===== src/rtl/car_drive_responder_if.sv =====
// Command handshake between the elevator controller FSM (master) and the
// car-side drive responder (slave).
interface car_drive_responder_if #(
  parameter int FLOOR_W = 2
);
  logic               cmd_valid;
  logic               cmd_ready;
  logic               cmd_op;
  logic [FLOOR_W-1:0] cmd_floor;

  modport master (
    output cmd_valid,
    output cmd_op,
    output cmd_floor,
    input  cmd_ready
  );

  modport slave (
    input  cmd_valid,
    input  cmd_op,
    input  cmd_floor,
    output cmd_ready
  );
endinterface


===== src/rtl/car_drive_responder.sv =====
// Car-side drive responder for the elevator controller.
// Accepts one GOTO/OPEN command at a time and models travel and door timing
// with down-counters that fire on terminal count zero.
// Optional build macro: DOOR_REOPEN_EN (obstruct restarts the door timer).
//
// state | meaning
// ------+-----------------------------------------------------------
// IDLE  | waiting for a command; cmd_ready high
// MOVE  | travelling toward the latched target, one floor per period
// DOOR  | door held open until the door timer expires
module car_drive_responder #(
  parameter int FLOORS        = 4,
  parameter int FLOOR_W       = 2,
  parameter int TRAVEL_CYCLES = 50,
  parameter int DOOR_CYCLES   = 100
) (
  input  logic                 clk,
  input  logic                 rst,
  car_drive_responder_if.slave cmd,
  input  logic                 obstruct,
  output logic [FLOOR_W-1:0]   floor,
  output logic                 moving_up,
  output logic                 moving_down,
  output logic                 door_open,
  output logic                 arrive,
  output logic                 done,
  output logic                 err
);

  localparam int CNT_MAX = (TRAVEL_CYCLES > DOOR_CYCLES) ? TRAVEL_CYCLES : DOOR_CYCLES;
  localparam int CNT_W   = (CNT_MAX > 2) ? $clog2(CNT_MAX) : 1;

  localparam logic [CNT_W-1:0]   TRAVEL_LOAD = CNT_W'(TRAVEL_CYCLES - 1);
  localparam logic [CNT_W-1:0]   DOOR_LOAD   = CNT_W'(DOOR_CYCLES - 1);
  localparam logic [FLOOR_W:0]   FLOORS_V    = (FLOOR_W+1)'(FLOORS);

  typedef enum logic [1:0] {
    IDLE = 2'd0,
    MOVE = 2'd1,
    DOOR = 2'd2
  } state_t;

  state_t             state_q, state_d;
  logic [FLOOR_W-1:0] floor_d;
  logic [FLOOR_W-1:0] target_q, target_d;
  logic [FLOOR_W-1:0] step_floor;
  logic [CNT_W-1:0]   cnt_q, cnt_d;
  logic               up_d, dn_d, door_d;
  logic               arrive_d, done_d, err_d;
  logic               accept;
  logic               bad_floor;
  logic               reopen;

`ifdef DOOR_REOPEN_EN
  assign reopen = obstruct;
`else
  // Door timing is fixed in this build; the sensor input is left dangling.
  logic unused_obstruct;
  assign unused_obstruct = obstruct;
  assign reopen          = 1'b0;
`endif

  assign cmd.cmd_ready = (state_q == IDLE);
  assign accept        = cmd.cmd_valid & cmd.cmd_ready;
  assign bad_floor     = ({1'b0, cmd.cmd_floor} >= FLOORS_V);

  // Next-state and next-output logic for the responder FSM.
  always_comb begin
    state_d    = state_q;
    floor_d    = floor;
    target_d   = target_q;
    cnt_d      = cnt_q;
    up_d       = moving_up;
    dn_d       = moving_down;
    door_d     = door_open;
    arrive_d   = 1'b0;
    done_d     = 1'b0;
    err_d      = 1'b0;
    step_floor = moving_up ? (floor + FLOOR_W'(1)) : (floor - FLOOR_W'(1));

    case (state_q)
      IDLE: begin
        if (accept) begin
          if (cmd.cmd_op) begin
            state_d = DOOR;
            door_d  = 1'b1;
            cnt_d   = DOOR_LOAD;
          end else if (bad_floor) begin
            err_d = 1'b1;
          end else if (cmd.cmd_floor == floor) begin
            done_d = 1'b1;
          end else begin
            state_d  = MOVE;
            target_d = cmd.cmd_floor;
            cnt_d    = TRAVEL_LOAD;
            if (cmd.cmd_floor > floor) begin
              up_d = 1'b1;
            end else begin
              dn_d = 1'b1;
            end
          end
        end
      end

      MOVE: begin
        if (cnt_q != '0) begin
          cnt_d = cnt_q - CNT_W'(1);
        end else begin
          floor_d  = step_floor;
          arrive_d = 1'b1;
          if (step_floor == target_q) begin
            done_d  = 1'b1;
            up_d    = 1'b0;
            dn_d    = 1'b0;
            state_d = IDLE;
          end else begin
            cnt_d = TRAVEL_LOAD;
          end
        end
      end

      DOOR: begin
        // An obstruction at the terminal edge still wins: done is deferred.
        if (reopen) begin
          cnt_d = DOOR_LOAD;
        end else if (cnt_q != '0) begin
          cnt_d = cnt_q - CNT_W'(1);
        end else begin
          door_d  = 1'b0;
          done_d  = 1'b1;
          state_d = IDLE;
        end
      end

      default: begin
        state_d = IDLE;
        up_d    = 1'b0;
        dn_d    = 1'b0;
        door_d  = 1'b0;
      end
    endcase
  end

  // State, counter and registered outputs; reset re-homes the car to floor 0.
  always_ff @(posedge clk) begin
    if (rst) begin
      state_q     <= IDLE;
      floor       <= '0;
      target_q    <= '0;
      cnt_q       <= '0;
      moving_up   <= 1'b0;
      moving_down <= 1'b0;
      door_open   <= 1'b0;
      arrive      <= 1'b0;
      done        <= 1'b0;
      err         <= 1'b0;
    end else begin
      state_q     <= state_d;
      floor       <= floor_d;
      target_q    <= target_d;
      cnt_q       <= cnt_d;
      moving_up   <= up_d;
      moving_down <= dn_d;
      door_open   <= door_d;
      arrive      <= arrive_d;
      done        <= done_d;
      err         <= err_d;
    end
  end

endmodule


===== src/flat_wrapper.sv =====
// flat-port wrapper written by rule: the top's interface ports become plain ports
module car_drive_responder_flat 
#(
  parameter int FLOORS        = 4,
  parameter int FLOOR_W       = 2,
  parameter int TRAVEL_CYCLES = 50,
  parameter int DOOR_CYCLES   = 100
)
  (clk, rst, obstruct, floor, moving_up, moving_down, door_open, arrive, done, err, cmd_cmd_valid, cmd_cmd_op, cmd_cmd_floor, cmd_cmd_ready);
  car_drive_responder_if #(.FLOOR_W(FLOOR_W)) cmd_i ();
  input  logic clk;
  input  logic rst;
  input  logic obstruct;
  output logic [FLOOR_W-1:0] floor;
  output logic moving_up;
  output logic moving_down;
  output logic door_open;
  output logic arrive;
  output logic done;
  output logic err;
  input wire logic [$bits(cmd_i.cmd_valid)-1:0] cmd_cmd_valid;
  input wire logic [$bits(cmd_i.cmd_op)-1:0] cmd_cmd_op;
  input wire logic [$bits(cmd_i.cmd_floor)-1:0] cmd_cmd_floor;
  output wire logic [$bits(cmd_i.cmd_ready)-1:0] cmd_cmd_ready;
  assign cmd_i.cmd_valid = cmd_cmd_valid;
  assign cmd_i.cmd_op = cmd_cmd_op;
  assign cmd_i.cmd_floor = cmd_cmd_floor;
  assign cmd_cmd_ready = cmd_i.cmd_ready;
  car_drive_responder #(.FLOORS(FLOORS), .FLOOR_W(FLOOR_W), .TRAVEL_CYCLES(TRAVEL_CYCLES), .DOOR_CYCLES(DOOR_CYCLES)) u_core (.clk(clk), .rst(rst), .cmd(cmd_i), .obstruct(obstruct), .floor(floor), .moving_up(moving_up), .moving_down(moving_down), .door_open(door_open), .arrive(arrive), .done(done), .err(err));
endmodule

===== config.mk =====
export PLATFORM = sky130hd
export DESIGN_NAME = car_drive_responder_flat
export DESIGN_NICKNAME = d
export VERILOG_FILES = /design/src/rtl/car_drive_responder_if.sv /design/src/rtl/car_drive_responder.sv /design/src/flat_wrapper.sv
export SDC_FILE = /design/constraint.sdc
export NUM_CORES = 1
export LEC_CHECK = 0
export ABC_AREA = 1
export BUFFER_PORTS_ARGS = -buffer_cell sky130_fd_sc_hd__clkbuf_2
export CORE_MARGIN = 2
export CORE_UTILIZATION = 60
export CTS_CLUSTER_DIAMETER = 50
export DETAILED_ROUTE_END_ITERATION = 10
export PLACE_DENSITY = 0.92
export SLEW_MARGIN = 20
export SYNTH_ARGS = -nofsm -noshare
export SYNTH_HDL_FRONTEND = slang
export SYNTH_SLANG_ARGS = --single-unit

===== constraint.sdc =====
create_clock -name clk -period 3.1 [get_ports clk]
set_clock_uncertainty 0.1 [all_clocks]
set_input_delay 0.465 -clock clk [delete_from_list [all_inputs] [get_ports clk]]
set_output_delay 0.465 -clock clk [all_outputs]
set_load 0.05 [all_outputs]

* Yosys cells after proc, flatten, opt, wreduce, memory -nomap -nowiden
Cells that the tools add are included.
Storage, ports and cells: flip-flop bits (word level) 18, word-level logic and storage cells 84, input bits 7, output and inout bits 9
Cells by class: add/sub/neg operators 3, reduce and logical (&&, ||, !) cells 11, muxes and demuxes 38, equality and inequality tests 16, bitwise operators 6, $lt $le $gt $ge 1
Operator list (count):
- $mux 7 | 6
- $pmux 7 s3 | 1
- $mux 1 | 19
- $ne 2x2->1 const B | 8
- $mux 2 | 7
- $reduce_and 7->1 | 2
- $pmux 1 s3 | 4
- $reduce_and 5->1 | 2
- $reduce_and 4->1 | 2
- $reduce_bool 7->1 | 1
- $sub 7x1->7 const B | 1
- $pmux 2 s3 | 1
- $not 1->1 | 5
- $eq 2x2->1 | 2
- $ne 2x1->1 const B | 2
- $ne 3x2->1 const B | 1
- $ne 3x3->1 const B | 1
- $reduce_bool 3->1 | 1
- $add 2x1->2 const B | 1
- $eq 2x1->1 const B | 1
- $eq 2x2->1 const B | 1
- $gt 2x2->1 | 1
- $logic_not 2->1 | 1
- $reduce_and 2->1 | 1
- other kinds (3) | 3

* Longest topological paths before layout
Gate-level depths: netlist of run 1.
depth after elaboration 6, mapped depth 12, mapped depth without buffers 12

* Worst setup path before layout of run 1
Ideal clock, no wire load.
kind register -> register, start point register u_core.floor[0], end point register u_core.cnt_q[0], path buffers 1, setup time 113 ps, path slack 1146 ps, cell stages (with the launch flop) 11, clock period less this slack 1954 ps, data arrival time 1741 ps, cells stage by stage dfxtp_1 > ha_1 > nand2_1 > inv_1 > nand2_1 > o21ai_2 > nor2_4 > nand3_2 > buf_6 > nor2_1 > nor2_1
On the way: longest elaborated chain between the ends 5, elaborated cells between the ends (all ways) 8, classes of those cells 2 x add/sub; 4 x eq/ne; 1 x mux; 1 x reduce/logical
RTL lines:
- from (decl) | RTL line car_drive_responder.sv:21 | output logic [FLOOR_W-1:0] floor,
- from (signal assigned) | RTL line car_drive_responder.sv:159 | floor <= floor_d;
- $sub 2x1->2 or $add 2x1->2 (tied branches) | RTL line car_drive_responder.sv:79 | step_floor = moving_up ? (floor + FLOOR_W'(1)) : (floor - FLOOR_W'(1));
- $mux 2 | RTL line car_drive_responder.sv:79
- $eq 2x2->1 | RTL line car_drive_responder.sv:111 | if (step_floor == target_q) begin
- $ne 3x2->1 (no source line)
- $reduce_and 5->1 (no source line) (*)
- to (signal assigned) | RTL line car_drive_responder.sv:161 | cnt_q <= cnt_d;
- to (decl) | RTL line car_drive_responder.sv:47 | logic [CNT_W-1:0] cnt_q, cnt_d;
Every way passes the cells marked *; elsewhere a longest branch is shown, timed or not. A chain may end at the register's enable or synchronous reset.

* Final worst setup path of run 1
start point register u_core.state_q[0], end point output cmd_cmd_ready
On the way: longest elaborated chain between the ends 1
RTL lines:
- from (decl) | RTL line car_drive_responder.sv:43 | state_t state_q, state_d;
- from (signal assigned) | RTL line car_drive_responder.sv:158 | state_q <= state_d;
- $logic_not 2->1 | RTL line car_drive_responder.sv:63 | assign cmd.cmd_ready = (state_q == IDLE);
- to (decl) | RTL line flat_wrapper.sv:24 | output wire logic [$bits(cmd_i.cmd_ready)-1:0] cmd_cmd_ready;
Every way passes these cells.

==> results of run 1 <==
-- synth_stat cells (2+ instances only) --
master	instances	area share [%]
nand2_1	41	12
inv_1	30	8.9
nor2_1	22	6.5
dfxtp_1	18	29
nand3_1	13	5.1
a21oi_1	12	4.8
o21ai_0	11	4.4
ha_1	8	7.9
inv_2	7	2.1
nand2_2	4	2.0
nor2_4	3	2.7
xor2_1	3	2.1
nand4_1	2	0.99
nor3_1	2	0.79
o21bai_1	2	1.2
-- final cells by class --
type	count	area (µm²)	area share, %
Multi-Input combinational cell	133	742	54.5
Tap cell	27	33.8	2.48
Sequential cell	18	360	26.4
Inverter	37	139	10.2
Timing Repair Buffer	13	65.1	4.78
Clock buffer	3	22.5	1.65
-- worst min-delay path by stage --
stage                       start                 end  slack, ns
2_1_floorplan   u_core.state_q[1]   u_core.state_q[1]       0.37
3_3_place_gp     u_core.door_open    u_core.door_open       0.34
3_5_place_dp   u_core.moving_down  u_core.moving_down       0.34
4_1_cts                       rst   u_core.state_q[0]       0.28
5_1_grt          cmd_cmd_floor[1]  u_core.target_q[1]       0.30
6_report                      rst   u_core.state_q[0]       0.28
-- kinds of logic (layout without fill, tap and decap cells) --
group	count (synthesis)	after routing	synth area share, %
and+or+nand+nor	94	94	36.8
buffers and inverters	40	53	12.8
AOI/OAI and AO/OA	27	27	11.6
DFF	18	18	28.5
adders and majority gates	8	8	7.92
xor gates and xnor gates	3	3	2.08
other	1	1	0.297
-- registers in the layout, indices dropped and copies added (netlist names) --
signal and count:
u_core.state_q 2, u_core.target_q 2, u_core.cnt_q 7, u_core.arrive 1, u_core.moving_up 1, u_core.floor 2, u_core.done 1, u_core.moving_down 1
u_core.door_open 1
-- power by group --
part / internal (mW) / leakage, nW / switching, mW / total (mW)
clock network: 0.0453 / 0.0138 / 0.0744 / 0.120
logic: 0.245 / 0.595 / 0.545 / 0.789
registers: 0.296 / 0.148 / 0.0448 / 0.341
-- metrics by stage --
step           power (mW)  instance area (µm²)  cells  setup slack [ns]
5_1_grt              1.37                 1360    231              1.01
4_1_cts              1.25                 1360    231              1.19
3_3_place_gp         1.10                 1340    228              1.17
2_1_floorplan       0.999                 1260    191              1.15
3_5_place_dp         1.12                 1340    228              1.12
6_report             1.25                 1360    231              1.17
-- routing by layer --
metal | vias to the layer above | wire (µm)
met5 | - | 0
met4 | 0 | 27
met3 | 4 | 116
met2 | 30 | 1280
met1 | 507 | 1140
li1 | 619 | -
==> results by group, run 1 <==
Outcome
  – Outcome: finished clean

Drt
  – Vias/cell: approximately 5
  – Drt first-iter violations: 25
  – Antenna Nets Post-Route: 0
  – WL final: 2570 µm
  – DRC: 0
  – Initial DRT Pass Iterations: 4
  – WL/cell: approximately 11 µm
  – Via count: roughly 1.2k

CTS
  – Post-CTS setup buffer count: 0
  – CTS Hold Bufs: 0
  – Worst-path clk slew: 0.11 ns
  – CTS Sinks: 18
  – CTS tree: yes
  – Clk_lat worst skew: 0.30 ns
  – TritonCTS Buffers: 3
  – Root Driver: clkbuf_4
  – Clk buf depth: 2
  – PostCTS Resize Cnt: 0
  – CTS H-tree lvls: 1

Power and ir drop
  – Pleak: 0.757 nW
  – Max IR drop VDD: 0.794 mV
  – Power per cell area: 917 nW/µm²

Job
  – Max-cap violations: 0

GRT
  – Met3 usage in global routing: 7.58%
  – Met2 usage: 41.8%
  – Initial antenna violation count: 0
  – Largest net degree at the start of global routing: 14
  – Grt met1 use: between 20 and 30%
  – Total track usage: 23.5%
  – Grt peak-use layer: met2
  – GR Overflow Total: 0
  – Vias in the first global route: 1,091
  – First-pass GRT wire length: between 4000 and 5000 µm

Placed design
  – IO Port Bufs: 13
  – Gpl congestion: around 0.86
  – HPWL after DPL: 1990 µm

Floorplan
  – IO Count: 16
  – Core Area: 1980 µm²
  – Die area: around 2500 µm²
  – Initial Util: 63.8%
  – Die H: between 40 and 50 µm
  – FP Rows: 16
  – Die W: 49.9 µm

Critical path
  – End of the critical path: cmd_cmd_ready
  – Critical Path Source: u_core.state_q[0]
  – Worst endpoint required time: roughly 2.5 ns
  – Kind of critical path: reg -> out
  – Worst flop-to-flop path endpoint: u_core.cnt_q[4]
  – R2r setup slk: 1.18 ns
  – FF-to-FF Start: u_core.state_q[0]
  – Crit-path cells: inv_1 -> ha_1 -> clkbuf_2
  – WP data arrival: 1.37 ns
  – Crit-path max FO: 6
  – WP depth: 3
  – CP endpoint kind: primary output
  – Nature of the critical path startpoint: register
  – Crit-path leading delay family: buffers and inverters
  – Worst r2r path cells: 11
  – Critical path's slowest cell: dfxtp_1
  – Buf/Inv on CP: 2
  – Max incr delay on CP: between 0.3 and 0.4 ns

Synthesis
  – Synth cell types: 28
  – Avg Cell Area, Syn: 6.62 µm²
  – Synth Net Count: 206
  – Yosys warns: 0
  – Primary FF master, synth: dfxtp_1
  – Post-synth EDFFs: 0
  – Synthesized area: 1260 µm²
  – Seq/Total Area, Yosys: 28.5%
  – Ys async rst share: 0%
  – Syn Inst Count: around 190
  – FF+latch count, synth: 18

STA
  – Slew Limit Fails: 0
  – Setup TNS Final: 0 ns
  – Hold_ws: 0.276 ns
  – Final hold violation count: 0
  – Final setup vio count: 0
  – Fmax: 0.517 GHz
  – Final min period: 1.93 ns
  – RSZ-0062 raised after global routing: no
  – Fin crit share: 62.4%

Finish
  – Final core utilization: ~69%
  – Fillers: about 160
  – Commonest non-fill, non-tap cell in the layout: nand2_1
  – Layout area overhead: 7.82%
  – Share of cells above drive strength 1: between 10% and 20%
  – ANT cells: 0
  – Final net count: about 220
  – Most frequent cells in the layout: nand2_1 (41), inv_1 (30), nor2_1 (22), dfxtp_1 (18)

Worst hold path
  – Hold path cells: 2
  – Worst Hold Class: in -> reg
No activity file was read; power rests on OpenSTA's default activity.
==> inputs of run 2 (changes only) <==
--- a/config.mk
+++ b/config.mk
@@ -8,10 +8,10 @@
 export ABC_AREA = 1
 export BUFFER_PORTS_ARGS = -buffer_cell sky130_fd_sc_hd__clkbuf_2
 export CORE_MARGIN = 2
-export CORE_UTILIZATION = 60
+export CORE_UTILIZATION = 51
 export CTS_CLUSTER_DIAMETER = 50
 export DETAILED_ROUTE_END_ITERATION = 10
-export PLACE_DENSITY = 0.92
+export PLACE_DENSITY = 0.84
 export SLEW_MARGIN = 20
 export SYNTH_ARGS = -nofsm -noshare
 export SYNTH_HDL_FRONTEND = slang
==> constraint.sdc (replaced) <==
create_clock -name clk -period 1.75 [get_ports clk]
set_clock_uncertainty 0.1 [all_clocks]
set_input_delay 0.2625 -clock clk [delete_from_list [all_inputs] [get_ports clk]]
set_output_delay 0.2625 -clock clk [all_outputs]
set_load 0.05 [all_outputs]
==> results by group, run 2 (synthesis gave the netlist of run 1 again) <==
Outcome
  – Outcome: finished clean

GRT
  – GR Overflow Total: 0
  – Total track usage: between 20% and 30%
  – Largest net degree at the start of global routing: 14
  – Initial antenna violation count: 0
  – First-pass GRT wire length: 4360 µm
  – Vias in the first global route: 1,073

CTS
  – CTS Sinks: 18
  – CTS H-tree lvls: 1
  – Root Driver: clkbuf_4
  – Clk_lat worst skew: 0.31 ns
  – Worst-path clk slew: 0.11 ns
  – CTS Hold Bufs: 0
  – TritonCTS Buffers: 3
  – Clk buf depth: 2
  – CTS tree: yes

Drt
  – Vias/cell: 5.09
  – Met2 wire len: 1510 µm
  – DRC: 0
  – DR top layer: met4
  – WL final: about 2900 µm
  – Via count: about 1.2k
  – Met3 wire len: 150 µm
  – Met1 WL: about 1200 µm
  – WL/cell: roughly 12 µm
  – Drt first-iter violations: 15
  – Antenna Nets Post-Route: 0
  – Initial DRT Pass Iterations: 4

Floorplan
  – Die area: 2890 µm²
  – IO Count: 16
  – Die H: 53.8 µm
  – Core Area: 2410 µm²
  – FP Rows: 18
  – Initial Util: 52.4%
  – Die W: between 50 and 60 µm

Power and ir drop
  – Clk pwr share: between 10% and 20%
  – Sequential share of power: 23.5%
  – Switching Fraction: 51.5%
  – Max IR drop VDD: between 1 and 1.5 mV
  – Power per cell area: 1660 nW/µm²
  – Combinational group share of total power: 65.8%
  – Pleak: 0.797 nW
  – Pint: between 1 and 1.5 mW
  – NetSw: 1.32 mW

Placed design
  – IO Port Bufs: 13
  – Gpl congestion: 0.883
  – HPWL after DPL: 2010 µm
  – DP Area: 1410 µm²
  – Post-Place Cells: 238
  – Setup WS pre-CTS: 0.0149 ns

Critical path
  – FF-to-FF Start: u_core.state_q[1]
  – Kind of critical path: reg -> out
  – Worst flop-to-flop path endpoint: u_core.cnt_q[0]
  – Worst r2r path cells: 11
  – Nature of the critical path startpoint: register
  – Crit-path cells: inv_1 -> ha_4 -> buf_4 -> buf_2
  – Worst endpoint required time: around 1.4 ns
  – Critical path's slowest cell: dfxtp_2
  – WP data arrival: 1.34 ns
  – Crit-path max FO: 5
  – Critical Path Source: u_core.state_q[0]
  – Max incr delay on CP: 0.34 ns
  – R2r setup slk: roughly 0.090 ns
  – CP endpoint kind: primary output

Job
  – Max-cap violations: 0

Finish
  – Final net count: 230
  – Layout area overhead: 22.9%
  – Share of cells above drive strength 1: just over 30%
  – Most frequent cells in the layout: nand2_1 (35), inv_1 (28), nor2_1 (21), dfxtp_1 (14), nand3_1 (13)
  – Final instance area: 1550 µm²
  – Fin cells: 244
  – Fillers: 210
  – ANT cells: 0
  – Commonest non-fill, non-tap cell in the layout: nand2_1
  – Top reg by flops: u_core.cnt_q
  – Max reg flops: 7

Worst hold path
  – Worst Hold Class: in -> reg
  – Hold Path Sink: u_core.state_q[1]
  – Hold path cells: 2
  – Beginning of the worst hold path: rst

STA
  – Fin crit share: 97.4%
  – Setup slack after layout: 0.0454 ns
  – Slew Limit Fails: 0
  – Final hold violation count: 0
  – Fmax: approximately 0.59 GHz
  – Setup TNS Final: 0 ns
  – Hold_ws: around 0.06 ns
  – Final setup vio count: 0
  – Final min period: 1.70 ns
run 2: layer usage:
layer,GRT usage (%),up-vias
li1,-,639
met1,22.8,561
met2,38.2,36
met3,6.94,7
met4,5.98,0
met5,0,-
run 2: how the worst max path moves through the flow:
stage / to / slack (ns) / cells past startpoint
after floorplan: u_core.cnt_q[0] / 0.01 / 10
after global placement: u_core.cnt_q[0] / 0.03 / 11
after detailed placement: u_core.cnt_q[0] / 0.01 / 12
after CTS: u_core.moving_down / 0.007 / 10
after global routing: u_core.cnt_q[3] / -0.02 / 11
final: cmd_cmd_ready / 0.05 / 4
run 2: final cells by class:
cell class | instances | area, µm² | area share [%]
clock buffers | 4 | 36.3 | 2.34
inverters | 37 | 141 | 9.11
multi-input cells | 134 | 841 | 54.1
flip-flops and latches | 18 | 368 | 23.7
well taps | 30 | 37.5 | 2.42
repair buffers | 21 | 129 | 8.30
run 2: what timing repair did:
| item | CTS | global route |
|---|---|---|
| endpoints found under the setup margin | 5 | 13 |
| pin swaps | 0 | 5 |
| gates cloned | 0 | 1 |
| resized for setup | 2 | 21 |
| setup buffers | 0 | 1 |
run 2: critical path, delay by kind of cell, from the launching register on:
kind / cells / cell delay [ns]
DFF: 1 / 0.34
adders and majority gates: 1 / 0.18
buffers and inverters: 3 / 0.51
run 2: metrics by stage:
stage | util [%] | total power [mW]
floorplan | - | 1.81
global placement | 58.7 | 2.08
detailed placement | 58.7 | 2.10
CTS | 60.5 | 2.42
global route | 64.4 | 2.78
finish | 64.4 | 2.57
run 2: power by group through the flow:
stage          Clock (mW)  Sequential [mW]  Combinational (mW)
4_1_cts             0.278            0.603                1.53
6_report            0.275            0.604                1.69
2_1_floorplan           0            0.715                1.09
5_1_grt             0.292            0.617                1.87
3_3_place_gp            0            0.607                1.47
3_5_place_dp            0            0.611                1.49
